`src/rtl/ctrl_sequencer_if.sv`:
```
// ---------------------------------------------------------------------------
// ctrl_sequencer_if
//   Bundles the sequencer's instruction-memory, data-memory and datapath
//   control signals.
//
//   slave  : the sequencer side (consumes start/memory responses/flags,
//            drives fetch request, memory strobes and datapath controls)
//   master : the environment side (instruction memory, data memory,
//            datapath, or a testbench standing in for them)
//
//   Signals
//     start       begin execution from IDLE
//     imem_req    instruction fetch request
//     imem_valid  instruction word valid this cycle
//     instr[8:0]  instruction: [8:6] opcode, [5:0] operand fields
//     zero        datapath zero flag (BNE condition)
//     dmem_re/we  data-memory read/write strobes
//     dmem_ack    data-memory access complete
//     alu_op      opcode of the latched instruction
//     operand     operand fields of the latched instruction
//     reg_we      register-file write enable
//     pc_inc      PC += 1 this cycle
//     pc_load     PC <= branch target this cycle
//     done        sticky halt indicator
//     retired     saturating retired-instruction count
// ---------------------------------------------------------------------------
interface ctrl_sequencer_if #(
    parameter int CNT_W = 16
);
    logic             start;
    logic             imem_req;
    logic             imem_valid;
    logic [8:0]       instr;
    logic             zero;
    logic             dmem_re;
    logic             dmem_we;
    logic             dmem_ack;
    logic [2:0]       alu_op;
    logic [5:0]       operand;
    logic             reg_we;
    logic             pc_inc;
    logic             pc_load;
    logic             done;
    logic [CNT_W-1:0] retired;

    modport slave (
        input  start, imem_valid, instr, zero, dmem_ack,
        output imem_req, dmem_re, dmem_we, alu_op, operand,
               reg_we, pc_inc, pc_load, done, retired
    );

    modport master (
        output start, imem_valid, instr, zero, dmem_ack,
        input  imem_req, dmem_re, dmem_we, alu_op, operand,
               reg_we, pc_inc, pc_load, done, retired
    );
endinterface

```
`src/rtl/ctrl_sequencer.sv`:
```
// ---------------------------------------------------------------------------
// ctrl_sequencer
//   Multi-cycle control sequencer for the basic processor. Fetches a 9-bit
//   instruction, decodes its 3-bit opcode and drives the datapath strobes
//   one state per cycle: IDLE -> FETCH -> DECODE -> EXEC -> (MEM) -> (WB).
//   Unmapped opcode 111 parks the machine in HALT until reset. Counts
//   retired instructions with a saturating counter.
//
//   Ports
//     clk    single clock, all state on the rising edge
//     rst_n  asynchronous active-low reset
//     bus    ctrl_sequencer_if.slave (see interface for signal list)
// ---------------------------------------------------------------------------
module ctrl_sequencer #(
    parameter int CNT_W = 16
) (
    input  logic                clk,
    input  logic                rst_n,
    ctrl_sequencer_if.slave     bus
);

    typedef enum logic [2:0] {
        ST_IDLE,
        ST_FETCH,
        ST_DECODE,
        ST_EXEC,
        ST_MEM,
        ST_WB,
        ST_HALT
    } state_t;

    typedef enum logic [2:0] {
        OP_AND = 3'b000,
        OP_LSH = 3'b001,
        OP_RSH = 3'b010,
        OP_XOR = 3'b011,
        OP_LD  = 3'b100,
        OP_SW  = 3'b101,
        OP_BNE = 3'b110,
        OP_HLT = 3'b111
    } opcode_t;

    state_t           state;
    state_t           state_nxt;
    logic [8:0]       ir;
    logic [CNT_W-1:0] retired;
    logic             capture;
    logic             retire;
    opcode_t          op;

    assign op          = opcode_t'(ir[8:6]);
    assign bus.alu_op  = ir[8:6];
    assign bus.operand = ir[5:0];
    assign bus.retired = retired;

    // Next-state and strobe decode. Each input is only looked at in the
    // state that owns it, so stray imem_valid/dmem_ack/zero are ignored.
    always_comb begin
        // NOTE: every output of this block gets a default before the case so
        // no path leaves a signal unassigned, which would infer a latch.
        state_nxt    = state;
        capture      = 1'b0;
        retire       = 1'b0;
        bus.imem_req = 1'b0;
        bus.dmem_re  = 1'b0;
        bus.dmem_we  = 1'b0;
        bus.reg_we   = 1'b0;
        bus.pc_inc   = 1'b0;
        bus.pc_load  = 1'b0;
        bus.done     = 1'b0;

        case (state)
            ST_IDLE: begin
                if (bus.start) state_nxt = ST_FETCH;
            end
            ST_FETCH: begin
                bus.imem_req = 1'b1;
                if (bus.imem_valid) begin
                    capture   = 1'b1;
                    state_nxt = ST_DECODE;
                end
            end
            ST_DECODE: begin
                state_nxt = (op == OP_HLT) ? ST_HALT : ST_EXEC;
            end
            ST_EXEC: begin
                case (op)
                    OP_AND, OP_LSH, OP_RSH, OP_XOR: state_nxt = ST_WB;
                    OP_LD, OP_SW:                   state_nxt = ST_MEM;
                    OP_BNE: begin
                        // Branch taken when the datapath result is non-zero;
                        // exactly one of pc_load/pc_inc is asserted.
                        bus.pc_load = ~bus.zero;
                        bus.pc_inc  = bus.zero;
                        retire      = 1'b1;
                        state_nxt   = ST_FETCH;
                    end
                    default:                        state_nxt = ST_HALT;
                endcase
            end
            ST_MEM: begin
                // Strobe is held until ack; an ack in the first MEM cycle
                // completes the access in that same cycle.
                bus.dmem_re = (op == OP_LD);
                bus.dmem_we = (op != OP_LD);
                if (bus.dmem_ack) begin
                    if (op == OP_LD) begin
                        state_nxt = ST_WB;
                    end else begin
                        bus.pc_inc = 1'b1;
                        retire     = 1'b1;
                        state_nxt  = ST_FETCH;
                    end
                end
            end
            ST_WB: begin
                bus.reg_we = 1'b1;
                bus.pc_inc = 1'b1;
                retire     = 1'b1;
                state_nxt  = ST_FETCH;
            end
            ST_HALT: begin
                bus.done = 1'b1;
            end
            default: state_nxt = ST_IDLE;
        endcase
    end

    // NOTE: sequential state uses non-blocking assignments so every register
    // samples pre-edge values regardless of statement order.
    always_ff @(posedge clk or negedge rst_n) begin
        if (!rst_n) begin
            state   <= ST_IDLE;
            ir      <= '0;
            retired <= '0;
        end else begin
            state <= state_nxt;
            if (capture) ir <= bus.instr;
            // Saturate at all-ones rather than wrapping.
            if (retire && (retired != '1)) retired <= retired + 1'b1;
        end
    end

endmodule

```
`src/flat_wrapper.sv`:
```
// flat-port wrapper written by rule: the top's interface ports become plain ports
module ctrl_sequencer_flat 
#(
    parameter int CNT_W = 16
)
  (clk, rst_n, bus_start, bus_imem_valid, bus_instr, bus_zero, bus_dmem_ack, bus_imem_req, bus_dmem_re, bus_dmem_we, bus_alu_op, bus_operand, bus_reg_we, bus_pc_inc, bus_pc_load, bus_done, bus_retired);
  ctrl_sequencer_if #(.CNT_W(CNT_W)) bus_i ();
  input  logic clk;
  input  logic rst_n;
  input wire logic [$bits(bus_i.start)-1:0] bus_start;
  input wire logic [$bits(bus_i.imem_valid)-1:0] bus_imem_valid;
  input wire logic [$bits(bus_i.instr)-1:0] bus_instr;
  input wire logic [$bits(bus_i.zero)-1:0] bus_zero;
  input wire logic [$bits(bus_i.dmem_ack)-1:0] bus_dmem_ack;
  output wire logic [$bits(bus_i.imem_req)-1:0] bus_imem_req;
  output wire logic [$bits(bus_i.dmem_re)-1:0] bus_dmem_re;
  output wire logic [$bits(bus_i.dmem_we)-1:0] bus_dmem_we;
  output wire logic [$bits(bus_i.alu_op)-1:0] bus_alu_op;
  output wire logic [$bits(bus_i.operand)-1:0] bus_operand;
  output wire logic [$bits(bus_i.reg_we)-1:0] bus_reg_we;
  output wire logic [$bits(bus_i.pc_inc)-1:0] bus_pc_inc;
  output wire logic [$bits(bus_i.pc_load)-1:0] bus_pc_load;
  output wire logic [$bits(bus_i.done)-1:0] bus_done;
  output wire logic [$bits(bus_i.retired)-1:0] bus_retired;
  assign bus_i.start = bus_start;
  assign bus_i.imem_valid = bus_imem_valid;
  assign bus_i.instr = bus_instr;
  assign bus_i.zero = bus_zero;
  assign bus_i.dmem_ack = bus_dmem_ack;
  assign bus_imem_req = bus_i.imem_req;
  assign bus_dmem_re = bus_i.dmem_re;
  assign bus_dmem_we = bus_i.dmem_we;
  assign bus_alu_op = bus_i.alu_op;
  assign bus_operand = bus_i.operand;
  assign bus_reg_we = bus_i.reg_we;
  assign bus_pc_inc = bus_i.pc_inc;
  assign bus_pc_load = bus_i.pc_load;
  assign bus_done = bus_i.done;
  assign bus_retired = bus_i.retired;
  ctrl_sequencer #(.CNT_W(CNT_W)) u_core (.clk(clk), .rst_n(rst_n), .bus(bus_i));
endmodule
```
`config.mk`:
```
export PLATFORM = sky130hd
export DESIGN_NAME = ctrl_sequencer_flat
export DESIGN_NICKNAME = d
export VERILOG_FILES = /design/src/rtl/ctrl_sequencer_if.sv /design/src/rtl/ctrl_sequencer.sv /design/src/flat_wrapper.sv
export SDC_FILE = /design/constraint.sdc
export NUM_CORES = 1
export LEC_CHECK = 0
export CAP_MARGIN = 20
export CORE_UTILIZATION = 60
export DETAILED_ROUTE_END_ITERATION = 10
export DONT_BUFFER_PORTS = 1
export GPL_TIMING_DRIVEN = 0
export PLACE_DENSITY = 0.83
export REMOVE_ABC_BUFFERS = 1
export SYNTH_ARGS = -nofsm -noshare
export SYNTH_HDL_FRONTEND = slang
export SYNTH_SLANG_ARGS = --single-unit
export TNS_END_PERCENT = 1
```
`constraint.sdc`:
```
create_clock -name clk -period 4.2 [get_ports clk]
set_input_delay 0.84 -clock clk [delete_from_list [all_inputs] [get_ports clk]]
set_output_delay 0.84 -clock clk [all_outputs]
set_load 0.02 [all_outputs]
```
Word level (Yosys, flattened, before mapping)
Index checks and enable logic that the tools add are counted. W data, S select, Z words.

Word-level logic and storage cells: 52. Register bits after elaboration: 28. Bits in writable memories: 0. Memories: 0. Input bits: 15. Latch bits: 0. Bits in read-only memories: 0.

Equality and inequality tests: 18. Bitwise operators: 2. $add $sub $neg: 1. Reductions and logical operators: 6. Shift-type cells: 0. Divide/modulo/power cells: 0. Order comparisons: 0. Multiplexer cells: 22. Multipliers: 0.

Operators by type and width (number): $eq A3 B3 Y1 const B (7); $pmux W3 S7 (1); $add A16 B1 Y16 const B (1); $ne A16 B16 Y1 const B (1); $mux W3 (5); $mux W1 (13); $eq A3 B2 Y1 const B (4); $pmux W3 S3 (1); $eq A3 B1 Y1 const B (2); $logic_not A3 Y1 (2); $ne A2 B2 Y1 const B (3); $pmux W1 S3 (2); $reduce_and A4 Y1 (1); $reduce_or A4 Y1 (1); $ne A3 B3 Y1 const B (1); $not A1 Y1 (2); $reduce_or A2 Y1 (1); $logic_and A1 B1 Y1 (1).

Logic depth before layout (Yosys ltp)
Word-level depth: 5. Mapped depth: 7. Depth with buffers taken out: 6.

Least setup slack after synthesis
No wires, ideal clock.

Path type: input to output. From: in bus_zero. To: out bus_pc_load. Stages on the path: 1. Required time: 3.360 ns. Arrival time: 1.550 ns. Slack: 1.810 ns. Cells stage by stage: nor4_1.

Word-level cells in the longest chain between the ends: 3.

Ends and longest elaborated chain: from (decl) (RTL line flat_wrapper.sv:13) `input wire logic [$bits(bus_i.zero)-1:0] bus_zero;`; $not A1 Y1 (RTL line ctrl_sequencer.sv:93) `bus.pc_load = ~bus.zero;`; $mux W1 (RTL line ctrl_sequencer.sv:87) `case (op)`; $mux W1 (RTL line ctrl_sequencer.sv:72) `case (state)`; to (decl) (RTL line flat_wrapper.sv:22) `output wire logic [$bits(bus_i.pc_load)-1:0] bus_pc_load;`.

Every way passes these cells.

Final worst setup path
From: reg u_core.ir[7]. To: out bus_pc_load.

Word-level cells in the longest chain between the ends: 3.

Ends and longest elaborated chain: from (decl) (RTL line ctrl_sequencer.sv:45) `logic [8:0] ir;`; from (signal assigned) (RTL line ctrl_sequencer.sv:138) `if (capture) ir <= bus.instr;`; $eq A3 B3 Y1 (RTL line ctrl_sequencer.sv:87); $mux W1 (RTL line ctrl_sequencer.sv:87); $mux W1 (RTL line ctrl_sequencer.sv:72).

Every way passes these cells.

==> impl_metrics.ini <==
[status]
status = finished clean

[yosys]
muxShareOfSynthArea = 0.0955
syn_inst = 138
synth_seq_cells = 28
synth_fa_ha_area_frac = 0.00884
synth_xor_area_frac = 0.0681
async_flop_share = 1.00
yosys.area_share.simple = 0.223
synth_area_mm2 = 0.00142
synth_cell_types = 34
ys_warn_count = 0
synth-compound-area-share = 0.0707
yosysSeqAreaShare = 0.495
avgSynthCellArea_um2 = 10.3
synth-edff-count = 0
synth_top_family_by_area = simple AND/OR/NAND/NOR gates
ys.flop_type = dfrtp_1

[clocking]
clkLatencyLatePin_ns = 0.32
cts_root_buf = clkbuf_4
cts_tree = built
cts_max_path_buffers = 2
ctsResizeCount = 0
cts.sinks = 28
postCtsHoldBufs = 0
clk_pin_slew_worst_paths_ns = 0.14
cts_setup_buffers = 0
htree_levels = 1
numCtsBuffers = 3

[sta]
drv_slew = 0
fin_setup_tns_ns = 0
fin_crit_sh = 0.634
grt_setup_unrepaired = false
fmax_mhz = 376
setup_viol = 0
clock_skew_ns = 0.00305
hold_viol = 0
relSlewSlack = 0.416
tightest_slew_ns = 0.868
fin_crit_ns = 2.66

[critical_path]
path_class = reg -> out
arrival_ns = 1.82
required_ns = 3.36
crit_chain = nand3_1, nor4_1
reg2reg_slack_ns = 2.09
crit_fanout = 8
startpoint = u_core.ir[7]$_DFFE_PN0P_
critPathTopFamily = simple AND/OR/NAND/NOR gates
reg2reg_depth = 5
worst_r2r_endpoint = u_core.bus.retired[1]$_DFFE_PN0P_
startpoint_type = flop
cp_num_buf_inv = 0
crit_path_top_delay_cell = nor4_1
cp-end-kind = output port
worst_r2r_startpoint = u_core.bus.retired[0]$_DFFE_PN0P_
critPathMaxStageDelay_ns = 0.69

[power]
p_sw_uw = 391
clkPwrFrac = 0.122
p_sw_frac = 0.446
power.total_uw = 877
seqPwrFrac = 0.600
ir_worst_vdd_mv = 0.502
combPwrFrac = 0.278
p_int_uw = 486
p_leak_nw = 0.625
power.density_mw_per_mm2 = 608

[floorplanning]
die_w_um = 50.6
die_y_um = 50.6
start_util = 0.640
coreArea_mm2 = 0.00221
rows = 17
pin_count = 47
die_area_mm2 = 0.00256

[final_layout]
diodes = 0
area_growth_pct = 2.03
num-nets-final = 155
final_cells = 165
drive_above_1_share = 0.146

[drt]
vias_per_cell = 6.02
drt_wl_total_mm = 2.61
drtIter0Drc = 14
ant_nets = 0
dr.pass1.iters = 4
via_count = 994
post_drt_wl_per_cell_um = 15.8
drc = 0

[worst_hold_path]
hp-class = in -> async

[placed_design]
dp_hpwl_mm = 1.97
gp_congestion = 0.875
dp.cells = 162
port_buffers = 0

[global_routing]
grt_first_pass_wirelength_mm = 4.35
grt_overflow = 0
grt_start_max_net_pins = 29
grt.total_usage = 0.234
antenna_found_initial = 0
grt_pass1_vias = 978

[flow_run]
maxCapViolations = 0
layout by cell type, fill, tap and decap left out:
cell / n
o21ai_2: 1
nor3_2: 2
a21o_1: 1
ha_1: 1
inv_1: 7
o41ai_1: 1
o21ai_1: 1
nor3_1: 8
nand4_1: 4
nand3_1: 8
xnor2_1: 4
dfrtp_1: 28
nand2_1: 11
a31oi_1: 2
nor4_1: 4
o31ai_1: 1
o22ai_1: 1
or4_1: 2
a21oi_1: 3
clkbuf_4: 3
and2_1: 3
nor4b_1: 2
xor2_1: 7
nor3b_1: 1
mux2_2: 11
o2bb2ai_1: 1
mux2_1: 1
nor2_1: 9
or2_2: 3
o21ai_0: 4
or2_1: 1
nand2b_1: 1
state kept, by name, summed over array words and instances, names as in the netlist:
name,count
u_core.bus.retired,16
u_core.state,3
u_core.ir,9
cell usage after synthesis, drive strengths merged, types with 6 or more instances:
library cell / count / area, µm²
nand2: 11 / 41.3
xor2: 7 / 61.3
nand3: 8 / 40.0
inv: 7 / 26.3
nor3: 10 / 60.1
dfrtp: 28 / 701
o21ai: 6 / 33.8
mux2: 12 / 135
nor2: 9 / 33.8
power by group through the flow:
| stage | Clock, mW | Combinational [mW] | Sequential, mW |
|---|---|---|---|
| CTS | 0.111 | 0.246 | 0.525 |
| global placement | 0 | 0.233 | 0.525 |
| global route | 0.117 | 0.273 | 0.539 |
| finish | 0.107 | 0.244 | 0.526 |
| detailed placement | 0 | 0.245 | 0.531 |
| floorplan | 0 | 0.209 | 0.503 |
worst reg2reg max path: stages, from the launching register on:
cell     delay [ns]
dfrtp_1        0.56
ha_1           0.27
nand4_1        0.09
or4_1          0.46
o21ai_2        0.24
mux2_1         0.38
how the worst max path moves through the flow:
stage,end,slack (ns),cells past startpoint
5_1_grt,bus_pc_load,1.42,2
2_1_floorplan,bus_pc_load,1.81,1
6_report,bus_pc_load,1.54,2
4_1_cts,bus_pc_load,1.52,2
3_5_place_dp,bus_pc_load,1.77,1
3_3_place_gp,bus_pc_load,1.78,1
layer usage:
layer | share of wire | wire [µm] | vias up | global-route usage
met5 | 0 | 0 | - | 0
met4 | 0.022 | 58 | 0 | 0.116
met3 | 0.043 | 112 | 4 | 0.0485
met2 | 0.47 | 1240 | 28 | 0.367
met1 | 0.46 | 1200 | 477 | 0.308
li1 | - | - | 485 | -
metrics by stage:
step | area (µm²) | util | hold slack (ns) | setup WS [ns]
finish | 1440 | 0.653 | 0.187 | 1.54
detailed placement | 1420 | 0.643 | 0.545 | 1.77
global route | 1440 | 0.653 | 0.160 | 1.42
CTS | 1440 | 0.653 | 0.169 | 1.52
global placement | 1420 | 0.643 | 0.545 | 1.78
floorplan | 1390 | - | 0.508 | 1.81
cell type report:
cell class                      count  area [µm²]
Inverter                            7        26.3
Tap cell                           28        35.0
Clock buffer                        3        22.5
Fill cell                         189         768
Multi-Input combinational cell     99         659
Sequential cell                    28         701
cells by family after synthesis:
| kind of cell | after synthesis |
|---|---|
| muxes | 12 |
| xor gates and xnor gates | 11 |
| adders and majority gates | 1 |
| and+or+nand+nor | 59 |
| AOI/OAI and AO/OA | 16 |
| DFF | 28 |
| buffers and inverters | 11 |
No activity file was read; power rests on OpenSTA's default activity.
